==> src/rtl/adc_responder_if.sv <==
// Serial bus between an ADC-style master and the responder.
// The master owns chip select, serial clock and command data; the responder drives the result.
interface adc_responder_if;
    logic adc_cs;
    logic adc_clk;
    logic adc_din;
    logic adc_dout;
    logic adc_dout_oe;

    modport master (
        output adc_cs,
        output adc_clk,
        output adc_din,
        input  adc_dout,
        input  adc_dout_oe
    );

    modport slave (
        input  adc_cs,
        input  adc_clk,
        input  adc_din,
        output adc_dout,
        output adc_dout_oe
    );
endinterface

==> src/rtl/adc_responder.sv <==
// Emulates a two-channel 10-bit serial ADC: takes a start bit plus a three-bit configuration,
// then shifts back a null bit and the conversion result, MSB-first with an optional LSB-first echo.
module adc_responder #(
    parameter int SYNC_STAGES = 2
) (
    input  logic                  clk,
    input  logic                  rst,
    adc_responder_if.slave        bus,
    input  logic [9:0]            sample_ch0,
    input  logic [9:0]            sample_ch1,
    output logic                  cfg_sgl,
    output logic                  cfg_odd,
    output logic                  cfg_msbf,
    output logic                  frame_done,
    output logic                  frame_err
);

    typedef enum logic [2:0] {
        IDLE,
        WAIT_START,
        CONFIG,
        NULL_BIT,
        DATA_MSB,
        DATA_LSB,
        TAIL
    } state_t;

    state_t state, state_next;

    logic [SYNC_STAGES-1:0] cs_sync, clk_sync, din_sync, fill;
    logic cs_s, clk_s, din_s, cs_prev, clk_prev;
    logic sync_ready, armed;
    logic rise, fall, cs_rise;

    logic [3:0] cnt, cnt_next;
    logic [9:0] result, result_next, pick;
    logic [9:0] in_plus, in_minus;
    logic [10:0] diff;
    logic dout, dout_next, oe, oe_next;
    logic sgl_next, odd_next, msbf_next;
    logic done_next, err_next;

    assign cs_s       = cs_sync[SYNC_STAGES-1];
    assign clk_s      = clk_sync[SYNC_STAGES-1];
    assign din_s      = din_sync[SYNC_STAGES-1];
    assign sync_ready = fill[SYNC_STAGES-1];

    assign rise    = clk_s & ~clk_prev & ~cs_s;
    assign fall    = ~clk_s & clk_prev & ~cs_s;
    assign cs_rise = cs_s & ~cs_prev;

    assign bus.adc_dout    = dout;
    assign bus.adc_dout_oe = oe;

    // The fill shadow marks when the synchroniser holds real pin values rather than reset values,
    // so a chip select held low across reset release is not mistaken for a fresh frame.
    always_ff @(posedge clk) begin
        if (rst) begin
            cs_sync  <= '1;
            clk_sync <= '0;
            din_sync <= '0;
            fill     <= '0;
            cs_prev  <= 1'b1;
            clk_prev <= 1'b0;
            armed    <= 1'b0;
        end else begin
            cs_sync  <= {cs_sync[SYNC_STAGES-2:0], bus.adc_cs};
            clk_sync <= {clk_sync[SYNC_STAGES-2:0], bus.adc_clk};
            din_sync <= {din_sync[SYNC_STAGES-2:0], bus.adc_din};
            fill     <= {fill[SYNC_STAGES-2:0], 1'b1};
            cs_prev  <= cs_s;
            clk_prev <= clk_s;
            armed    <= armed | (sync_ready & cs_s);
        end
    end

    always_ff @(posedge clk) begin
        if (rst) begin
            state      <= IDLE;
            cnt        <= '0;
            result     <= '0;
            dout       <= 1'b0;
            oe         <= 1'b0;
            cfg_sgl    <= 1'b0;
            cfg_odd    <= 1'b0;
            cfg_msbf   <= 1'b0;
            frame_done <= 1'b0;
            frame_err  <= 1'b0;
        end else begin
            state      <= state_next;
            cnt        <= cnt_next;
            result     <= result_next;
            dout       <= dout_next;
            oe         <= oe_next;
            cfg_sgl    <= sgl_next;
            cfg_odd    <= odd_next;
            cfg_msbf   <= msbf_next;
            frame_done <= done_next;
            frame_err  <= err_next;
        end
    end

    // Differential results below zero clamp to 0 instead of wrapping.
    always_comb begin
        in_plus  = cfg_odd ? sample_ch1 : sample_ch0;
        in_minus = cfg_odd ? sample_ch0 : sample_ch1;
        diff     = {1'b0, in_plus} - {1'b0, in_minus};
        if (cfg_sgl) begin
            pick = in_plus;
        end else if (diff[10]) begin
            pick = '0;
        end else begin
            pick = diff[9:0];
        end
    end

    always_comb begin
        state_next  = state;
        cnt_next    = cnt;
        result_next = result;
        dout_next   = dout;
        oe_next     = oe;
        sgl_next    = cfg_sgl;
        odd_next    = cfg_odd;
        msbf_next   = cfg_msbf;
        done_next   = 1'b0;
        err_next    = 1'b0;

        // Chip select release wins over any serial clock edge seen in the same cycle.
        if (cs_rise) begin
            state_next = IDLE;
            dout_next  = 1'b0;
            oe_next    = 1'b0;
            done_next  = (state == TAIL);
            err_next   = (state == CONFIG) || (state == NULL_BIT) ||
                         (state == DATA_MSB) || (state == DATA_LSB);
        end else begin
            case (state)
                IDLE: begin
                    if (armed && !cs_s) state_next = WAIT_START;
                end
                WAIT_START: begin
                    if (rise && din_s) begin
                        state_next = CONFIG;
                        cnt_next   = '0;
                    end
                end
                CONFIG: begin
                    if (rise) begin
                        cnt_next = cnt + 4'd1;
                        case (cnt)
                            4'd0:    sgl_next = din_s;
                            4'd1:    odd_next = din_s;
                            default: begin
                                msbf_next   = din_s;
                                result_next = pick;
                                state_next  = NULL_BIT;
                            end
                        endcase
                    end
                end
                NULL_BIT: begin
                    if (fall) begin
                        dout_next  = 1'b0;
                        oe_next    = 1'b1;
                        cnt_next   = 4'd9;
                        state_next = DATA_MSB;
                    end
                end
                DATA_MSB: begin
                    if (fall) begin
                        dout_next = result[cnt];
                        if (cnt == 4'd0) begin
                            cnt_next   = 4'd1;
                            state_next = cfg_msbf ? TAIL : DATA_LSB;
                        end else begin
                            cnt_next = cnt - 4'd1;
                        end
                    end
                end
                DATA_LSB: begin
                    if (fall) begin
                        dout_next = result[cnt];
                        if (cnt == 4'd9) begin
                            state_next = TAIL;
                        end else begin
                            cnt_next = cnt + 4'd1;
                        end
                    end
                end
                TAIL: begin
                    if (fall) dout_next = 1'b0;
                end
                default: state_next = IDLE;
            endcase
        end
    end

endmodule

==> src/flat_wrapper.sv <==
// flat-port wrapper written by rule: the top's interface ports become plain ports
module adc_responder_flat 
#(
    parameter int SYNC_STAGES = 2
)
  (clk, rst, sample_ch0, sample_ch1, cfg_sgl, cfg_odd, cfg_msbf, frame_done, frame_err, bus_adc_cs, bus_adc_clk, bus_adc_din, bus_adc_dout, bus_adc_dout_oe);
  adc_responder_if bus_i ();
  input  logic clk;
  input  logic rst;
  input  logic [9:0] sample_ch0;
  input  logic [9:0] sample_ch1;
  output logic cfg_sgl;
  output logic cfg_odd;
  output logic cfg_msbf;
  output logic frame_done;
  output logic frame_err;
  input wire logic [$bits(bus_i.adc_cs)-1:0] bus_adc_cs;
  input wire logic [$bits(bus_i.adc_clk)-1:0] bus_adc_clk;
  input wire logic [$bits(bus_i.adc_din)-1:0] bus_adc_din;
  output wire logic [$bits(bus_i.adc_dout)-1:0] bus_adc_dout;
  output wire logic [$bits(bus_i.adc_dout_oe)-1:0] bus_adc_dout_oe;
  assign bus_i.adc_cs = bus_adc_cs;
  assign bus_i.adc_clk = bus_adc_clk;
  assign bus_i.adc_din = bus_adc_din;
  assign bus_adc_dout = bus_i.adc_dout;
  assign bus_adc_dout_oe = bus_i.adc_dout_oe;
  adc_responder #(.SYNC_STAGES(SYNC_STAGES)) u_core (.clk(clk), .rst(rst), .bus(bus_i), .sample_ch0(sample_ch0), .sample_ch1(sample_ch1), .cfg_sgl(cfg_sgl), .cfg_odd(cfg_odd), .cfg_msbf(cfg_msbf), .frame_done(frame_done), .frame_err(frame_err));
endmodule
==> config.mk <==
export PLATFORM = sky130hd
export DESIGN_NAME = adc_responder_flat
export DESIGN_NICKNAME = d
export VERILOG_FILES = /design/src/rtl/adc_responder_if.sv /design/src/rtl/adc_responder.sv /design/src/flat_wrapper.sv
export SDC_FILE = /design/constraint.sdc
export NUM_CORES = 1
export LEC_CHECK = 0
export BUFFER_PORTS_ARGS = -buffer_cell sky130_fd_sc_hd__buf_2
export CORE_MARGIN = 1
export CORE_UTILIZATION = 38
export DETAILED_ROUTE_END_ITERATION = 10
export MAX_ROUTING_LAYER = met4
export PLACE_DENSITY = 0.55
export SLEW_MARGIN = 5
export SYNTH_ARGS = -nofsm -noshare
export SYNTH_HDL_FRONTEND = slang
export SYNTH_SLANG_ARGS = --single-unit
==> constraint.sdc <==
create_clock -name clk -period 5.95 [get_ports clk]
set_input_delay 0.595 -clock clk [delete_from_list [all_inputs] [get_ports clk]]
set_output_delay 0.595 -clock clk [all_outputs]
set_load 0.005 [all_outputs]
======== Yosys cells after proc, flatten, opt, wreduce, memory -nomap -nowiden ========
Cells that the tools add are included.
word-level totals
  memories kept ........................... 0
  bits in writable memories ............... 0
  logic and storage cells ................. 107
  bits in registers ....................... 35
  latch bits .............................. 0
  bits in read-only memories .............. 0
  bits of input ports ..................... 25
operators by class
  shifts and indexed selects .............. 0
  bitwise operators ....................... 14
  add/sub/neg operators ................... 3
  reduce and logical (&&, ||, !) cells .... 22
  order comparisons ....................... 1
  muxes and demuxes ....................... 29
  div/mod/pow operators ................... 0
  $mul .................................... 0
  equal/unequal tests ..................... 20
operator list
  kind                   count
  $mux W10               4
  $mux W4                7
  $mux W3                9
  $pmux W3 S7            1
  $pmux W4 S5            1
  $ne A2 B1 Y1 const B   8
  $reduce_and A4 Y1      3
  $sub A10 B10 Y11       1
  $reduce_and A10 Y1     1
  $reduce_or A2 Y1       5
  $eq A3 B3 Y1 const B   3
  $ne A2 B2 Y1 const B   4
  $reduce_and A8 Y1      1
  $not A1 Y1             7
  $and A1 B1 Y1          6
  $eq A3 B2 Y1 const B   2
  $lt A4 B5 Y1 const B   1
  $reduce_bool A5 Y1     1
  $add A4 B1 Y4 const B  1
  $bmux W1 S4            1
  $eq A4 B1 Y1 const B   1
  $eq A4 B4 Y1 const B   1
  $logic_not A4 Y1       1
  $mux W1                4
  other kinds (12)       15

======== Longest topological paths before layout ========
Gate-level depths: netlist of run 1.
  depth after elaboration ................. 6
  mapped depth ............................ 12

======== Least setup slack after synthesis of run 1 ========
Ideal clock, no wire load.
  path type ............................... flip-flop to flip-flop
  start ................................... register u_core.cfg_odd
  end ..................................... register u_core.result[9]
  setup slack ............................. 2.684 ns
  data arrival time ....................... 3.192 ns
  data required time ...................... 5.876 ns
  library setup time ...................... 0.074 ns
  cell stages (with the launch flop) ...... 13
  cell sequence ........................... dfxtp_1 > clkbuf_1 > clkbuf_1 > buf_2 > mux2_2 > ha_1 > fa_1 > nor2b_1 > o31a_1 > o21ai_0 > a21oi_2 > o311ai_0 > a31oi_1
between the ends
  word-level cells in the longest chain between the ends .. 4
RTL lines
  item                                RTL line                                    RTL
  from (decl)                         adc_responder.sv:12                         output logic cfg_odd,
  from (signal assigned)              adc_responder.sv:96                         cfg_odd <= odd_next;
  $mux W10, on equally long branches  adc_responder.sv:105, adc_responder.sv:106
  $sub A10 B10 Y11                    adc_responder.sv:107                        diff = {1'b0, in_plus} - {1'b0, in_minus};
  $mux W10                            adc_responder.sv:110                        end else if (diff[10]) begin
  $mux W10 (*)                        adc_responder.sv:108                        if (cfg_sgl) begin
  to (signal assigned)                adc_responder.sv:92                         result <= result_next;
  to (decl)                           adc_responder.sv:36                         logic [9:0] result, result_next, pick;
Mark *: on every way between the ends. The rest lies on a longest branch, timed or not.
A chain may end at the register's enable or synchronous reset.

======== Worst setup path in the final report of run 1 ========
Same ends and word-level chain as after synthesis.

==> impl_metrics.tcl, run 1 <==
set metrics [dict create \
    outcome "finished clean" \
    powerDensity_mw_per_mm2 199.8 \
    startpoint_type_of_the_worst_setup_path "flop" \
    cts_num_sinks 35 \
    final.min_clock_period_ps 2944 \
    reg2reg_to "u_core.result[9]" \
    crit_path_max_fanout 26 \
    hold_path_class "reg2reg" \
    fill_cells 628 \
    cts_inserted_buffers 5 \
    h-tree-depth 2 \
    routabilityCongestion 0.8962 \
    clock_tree_from_tritoncts "done" \
    drcViolationCount 0 \
    postCtsHoldBufs 0 \
    min_period_over_period_pct 49.47 \
    max_cap_viol_count 0 \
    post_route_cells_drive_above_1_share_pct 19.49 \
    setup_viol 0 \
    vias 2169 \
    rsz0062_at_grt "no" \
    worst_ep_required_time_ps 6170 \
    drtIter0Drc 103 \
    post_cts.resized_instances 0 \
    timing.critical_path.to_type "flop" \
    firstDrtPassIters 6 \
    number_of_flops_mapped_to_enable_cells_by_yosys 0 \
    start_util_pct 40.26 \
    synth.ff_latch_count 35 \
    finalClockSkew_ps 8.245 \
    final_layout_worst_hold_slack_ps 410.8 \
    slew-limit-headroom_pct 58.29 \
    port_buffers 31 \
    final_cell_mix "sky130_fd_sc_hd__dfxtp_1, sky130_fd_sc_hd__buf_2, sky130_fd_sc_hd__nor2_1" \
    synth.cell_area_mm2 0.002440 \
    synthesis.nets 327 \
    antenna-diode-count 0 \
    std_cell_rows 28 \
    grt.overflow.total 0 \
    hold_path.startpoint "u_core.cs_sync[0]" \
    cts_buffer_depth 2 \
    die_height_um 82.13 \
    finish.net_count 351 \
    timing.hold.worst_endpoint "u_core.cs_sync[1]" \
    timing.setup.critical_path_class "reg2reg" \
    drt-vias-per-instance 5.590 \
    grt_first_pass_wirelength_mm 9.170 \
    routed_wirelength_mm 5.338 \
    postSynthCellCount 288 \
    fmax_mhz 339.7 \
    antenna_found_initial 0 \
    floorplan.die.width_um 82.13 \
    async_reset_ff_share_pct 0 \
    antenna_violating_nets_post_route 0 \
    grt_start_max_net_pins 27 \
    sequential_cell_area_um2 700.7 \
    yosys_warnings 0 \
    cts_setup_buffers 0 \
    multi_input_area_mm2 0.001634 \
    path_clk_slew_ps 80 \
    clock_insertion_delay_worst_skew_ps 290 \
    leakage_nw 1.042 \
    seq_area_frac_synth_pct 28.72 \
    hpwlAfterDp_mm 4.007 \
    clockRootBuffer "sky130_fd_sc_hd__clkbuf_8" \
    area_growth_pct 11.74 \
    vias_in_the_first_global_route 1986 \
    report.final.hold_viol_count 0 \
    dominantRegCellSynth "sky130_fd_sc_hd__dfxtp_1" \
    vdd.ir_drop.worst_uv 105.9 \
    total_i_o_pin_count 32 \
    avgRoutedWirePerCell_um 13.76 \
    synth.avg_cell_area_um2 8.472 \
    timing_worst_slew_pin_value_ps 619.1 \
    worst-r2r-setup-slack_ps 3010 \
    layout.cells.most_common "sky130_fd_sc_hd__dfxtp_1" \
    slew_violations 0 \
    holdPathStages 1 \
    critical_path_arrival_ps 3170 \
    dieArea_mm2 0.006745 \
    reg2reg_depth 10 \
    synth.distinct_cells 53 \
    fp.coreArea_mm2 0.006061 \
    timing.setup.tns_ps 0 \
    grt_use_total_pct 18.13 \
    reg2reg_from "u_core.cfg_odd" \
]
-- critical path: stages (launching register included) --
cell	delay (ps)
sky130_fd_sc_hd__dfxtp_1	310
sky130_fd_sc_hd__buf_4	300
sky130_fd_sc_hd__mux2_2	390
sky130_fd_sc_hd__ha_1	210
sky130_fd_sc_hd__fa_1	410
sky130_fd_sc_hd__nor2b_1	170
sky130_fd_sc_hd__o31a_1	210
sky130_fd_sc_hd__o21ai_0	130
sky130_fd_sc_hd__a21oi_2	370
sky130_fd_sc_hd__o311ai_0	210
sky130_fd_sc_hd__a31oi_1	150
-- cell type report --
class                      instances  area share (%)
inverter                          11           1.514
timing repair buffer              32           5.966
multi-input combinational        227           59.94
sequential                        35           25.70
clock buffer                       5           2.524
tap                               75           3.442
clock inverter                     3          0.9179
-- metrics by stage --
stage | setup WS, ps | power [mW] | std cells | utilization [%] | cell area [um^2]
6_report | 3006 | 0.5446 | 388 | 44.98 | 2726
5_1_grt | 2819 | 0.5761 | 388 | 44.98 | 2726
4_1_cts | 3000 | 0.5505 | 388 | 44.98 | 2726
3_5_place_dp | 3012 | 0.3744 | 380 | 43.44 | 2633
3_3_place_gp | 3082 | 0.3746 | 380 | 43.44 | 2633
2_1_floorplan | 2684 | 0.3443 | 288 | - | 2440
-- per-layer routing --
metal  GRT usage, %  part of all wire [%]
met1          23.33                    49
met2          28.68                    47
met3          3.297                   3.7
met4          5.789                   1.0
met5              -                     0
-- logic make-up after synthesis --
| logic type | count (synthesis) | share of synthesized area, % |
|---|---|---|
| flops | 35 | 28.72 |
| simple gates | 94 | 20.46 |
| compound gates | 88 | 25.08 |
| mux | 25 | 11.79 |
| buf+inv | 26 | 4.308 |
| xor+xnor | 6 | 2.154 |
| fa+ha+maj | 14 | 7.487 |
-- cell usage after synthesis, drive strengths merged (3+ instances only) --
library cell | count | area (um^2)
xor2 | 4 | 35.03
ha | 13 | 162.7
o21a | 7 | 52.55
nor2 | 28 | 105.1
a211oi | 6 | 45.04
nor3 | 4 | 20.02
mux2i | 13 | 130.1
or2 | 3 | 18.77
buf | 6 | 30.03
nand3 | 6 | 30.03
nor2b | 11 | 68.82
nand3b | 5 | 37.54
inv | 11 | 41.29
o22ai | 3 | 18.77
a221oi | 9 | 78.83
mux2 | 10 | 112.6
clkbuf | 9 | 33.78
o211ai | 3 | 22.52
nand2b | 7 | 43.79
o31ai | 3 | 32.53
o21ai | 25 | 125.1
a21oi | 16 | 83.83
dfxtp | 35 | 700.7
nand2 | 17 | 63.81
and2 | 4 | 25.02
-- worst max-delay path by stage --
stage | to | from
final | u_core.result[9] | u_core.cfg_odd
after global routing | u_core.result[9] | u_core.cfg_odd
after CTS | u_core.result[9] | u_core.cfg_odd
after detailed placement | u_core.result[9] | u_core.cfg_odd
after global placement | u_core.result[9] | u_core.cfg_odd
after floorplan | u_core.result[9] | u_core.cfg_odd
-- report_power, final --
group,switching (mW),internal (mW),total [mW]
logic,0.0646,0.0524,0.117
registers,0.0121,0.240,0.253
clock network,0.0915,0.0836,0.175
total,0.168,0.376,0.545
-- sequential cells by signal, indices dropped and copies added, names as in the netlist, 2 cells and up --
signal and count:
u_core.fill 2, u_core.state 3, u_core.clk_sync 2, u_core.cnt 4, u_core.result 10, u_core.cs_sync 2
u_core.din_sync 2
Note: power is estimated with default switching activity, not from simulation.
==> inputs of run 2 (changes only) <==
--- a/config.mk
+++ b/config.mk
@@ -10,7 +10,7 @@
 export CORE_UTILIZATION = 38
 export DETAILED_ROUTE_END_ITERATION = 10
 export MAX_ROUTING_LAYER = met4
-export PLACE_DENSITY = 0.55
+export PLACE_DENSITY = 0.58
 export SLEW_MARGIN = 5
 export SYNTH_ARGS = -nofsm -noshare
 export SYNTH_HDL_FRONTEND = slang
==> constraint.sdc (replaced) <==
create_clock -name clk -period 2.6 [get_ports clk]
set_input_delay 0.26 -clock clk [delete_from_list [all_inputs] [get_ports clk]]
set_output_delay 0.26 -clock clk [all_outputs]
set_load 0.005 [all_outputs]
==> impl_metrics.tcl, run 2 (synthesized netlist as in run 1, its figures left out) <==
set metrics [dict create \
    outcome "finished clean" \
    cts_buffer_depth 2 \
    setup_viol 0 \
    report.final.hold_viol_count 0 \
    reg_top3 "u_core.result x10, u_core.cnt x4, u_core.state x3" \
    vias 2274 \
    floorplan.die.width_um 82.13 \
    fp.coreArea_mm2 0.006061 \
    routabilityCongestion 0.8057 \
    postCtsHoldBufs 0 \
    vdd.ir_drop.worst_uv 256.5 \
    timing.setup.tns_ps 0 \
    final.min_clock_period_ps 2515 \
    largest_register "u_core.result" \
    leakage_nw 1.236 \
    firstDrtPassIters 4 \
    finish.net_count 380 \
    slew-limit-headroom_pct 49.29 \
    area_growth_pct 29.74 \
    fill_cells 582 \
    critical_path.cell_chain "buf_6 -> mux2_2 -> ha_4 -> a21o_1 -> nand2_1 -> nand3b_1 -> and3b_1 -> or4_1 -> a31oi_1" \
    antenna_found_initial 0 \
    avgRoutedWirePerCell_um 14.63 \
    grt_use_total_pct 18.44 \
    path_clk_slew_ps 80 \
    clockRootBuffer "sky130_fd_sc_hd__clkbuf_8" \
    finalClockSkew_ps 8.117 \
    hpwlAfterDp_mm 4.258 \
    cp_bufs_invs 1 \
    powerDensity_mw_per_mm2 423.2 \
    final_layout_worst_hold_slack_ps 146.1 \
    grt.overflow.total 0 \
    critical_path_arrival_ps 2750 \
    timing.critical_path.to_type "flop" \
    port_buffers 31 \
    antenna_violating_nets_post_route 0 \
    clock_insertion_delay_worst_skew_ps 300 \
    routed_wirelength_mm 6.099 \
    drt-vias-per-instance 5.453 \
    startpoint_type_of_the_worst_setup_path "flop" \
    critPathTopFamily "simple AND/OR/NAND/NOR gates" \
    max_cap_viol_count 0 \
    timing.setup.critical_path_class "reg2reg" \
    h-tree-depth 2 \
    start_util_pct 40.26 \
    slew_violations 0 \
    crit_path_max_fanout 7 \
    clock_tree_from_tritoncts "done" \
    drcViolationCount 0 \
    layout.cells.most_common "sky130_fd_sc_hd__dfxtp_1" \
    total_i_o_pin_count 32 \
    slowest_cell_on_the_critical_path "sky130_fd_sc_hd__or4_1" \
    std_cell_rows 28 \
    post_route_cells_drive_above_1_share_pct 32.75 \
    cts_num_sinks 35 \
    min_period_over_period_pct 96.75 \
    cp_slowest_stage_delay_ps 460 \
    dieArea_mm2 0.006745 \
    die_height_um 82.13 \
    grt_start_max_net_pins 20 \
    largest_reg_flops 10 \
    timing_worst_slew_pin_value_ps 759.7 \
    hold_path_class "in2reg" \
    grt_first_pass_wirelength_mm 9.225 \
    worst_ep_required_time_ps 2830 \
    drtIter0Drc 112 \
    fmax_mhz 397.5 \
    vias_in_the_first_global_route 2026 \
    antenna-diode-count 0 \
    cts_inserted_buffers 5 \
    rsz0062_at_grt "yes" \
    final_cell_mix "sky130_fd_sc_hd__dfxtp_1, sky130_fd_sc_hd__buf_2, sky130_fd_sc_hd__nor2_1" \
]
[run 2: final timing paths]
kind                                         from                 to  slack (ps)  cells after the start
worst min-delay path                   bus_adc_cs  u_core.cs_sync[0]         150                      2
worst max-delay path               u_core.cfg_odd   u_core.result[9]          80                      9
worst max register to register     u_core.cfg_odd   u_core.result[9]          80                      9
worst min register to register  u_core.cs_sync[0]  u_core.cs_sync[1]         440                      1
[run 2: what timing repair did]
action / 4_1_cts / 5_1_grt
setup buffers: 0 / 8
pin swaps: 0 / 11
setup endpoints to repair: 10 / 9
gates cloned: 0 / 1
resized for setup: 3 / 32
[run 2: area by class of cell]
class | instances | area (um^2) | share of cell area [%]
inverters | 11 | 41.29 | 1.304
repair buffers | 60 | 384.1 | 12.13
clock buffers | 5 | 68.82 | 2.174
clock inverters | 3 | 23.77 | 0.7510
multi-input cells | 228 | 1849 | 58.42
flip-flops and latches | 35 | 704.4 | 22.25
well taps | 75 | 93.84 | 2.964
[run 2: through the flow]
| stage | cell area (um^2) | instances | utilization (%) | worst slack [ps] | power, mW |
|---|---|---|---|---|---|
| 5_1_grt | 3166 | 417 | 52.23 | -41.14 | 1.416 |
| 6_report | 3166 | 417 | 52.23 | 84.55 | 1.340 |
| 3_3_place_gp | 2803 | 400 | 46.24 | -63.09 | 0.8831 |
| 4_1_cts | 2912 | 408 | 48.04 | 22.20 | 1.302 |
| 2_1_floorplan | 2501 | 288 | - | -53.62 | 0.7914 |
| 3_5_place_dp | 2803 | 400 | 46.24 | -103.5 | 0.8879 |
[run 2: routing by layer]
layer,track usage [%],up-vias,wire (um)
met5,-,-,0
met4,6.667,0,89
met3,2.967,8,129
met1,23.53,1073,2946
met2,29.34,33,2933
li1,-,1160,-
[run 2: worst reg2reg max path: stages (launching register included)]
cell and delay, ps:
sky130_fd_sc_hd__dfxtp_4 420, sky130_fd_sc_hd__buf_6 150, sky130_fd_sc_hd__mux2_2 400, sky130_fd_sc_hd__ha_4 310
sky130_fd_sc_hd__a21o_1 130, sky130_fd_sc_hd__nand2_1 70, sky130_fd_sc_hd__nand3b_1 150, sky130_fd_sc_hd__and3b_1 210
sky130_fd_sc_hd__or4_1 460, sky130_fd_sc_hd__a31oi_1 160
[run 2: power breakdown]
part / switching, mW / internal (mW)
clock network: 0.216 / 0.191
logic: 0.190 / 0.172
registers: 0.0206 / 0.549
total: 0.427 / 0.913
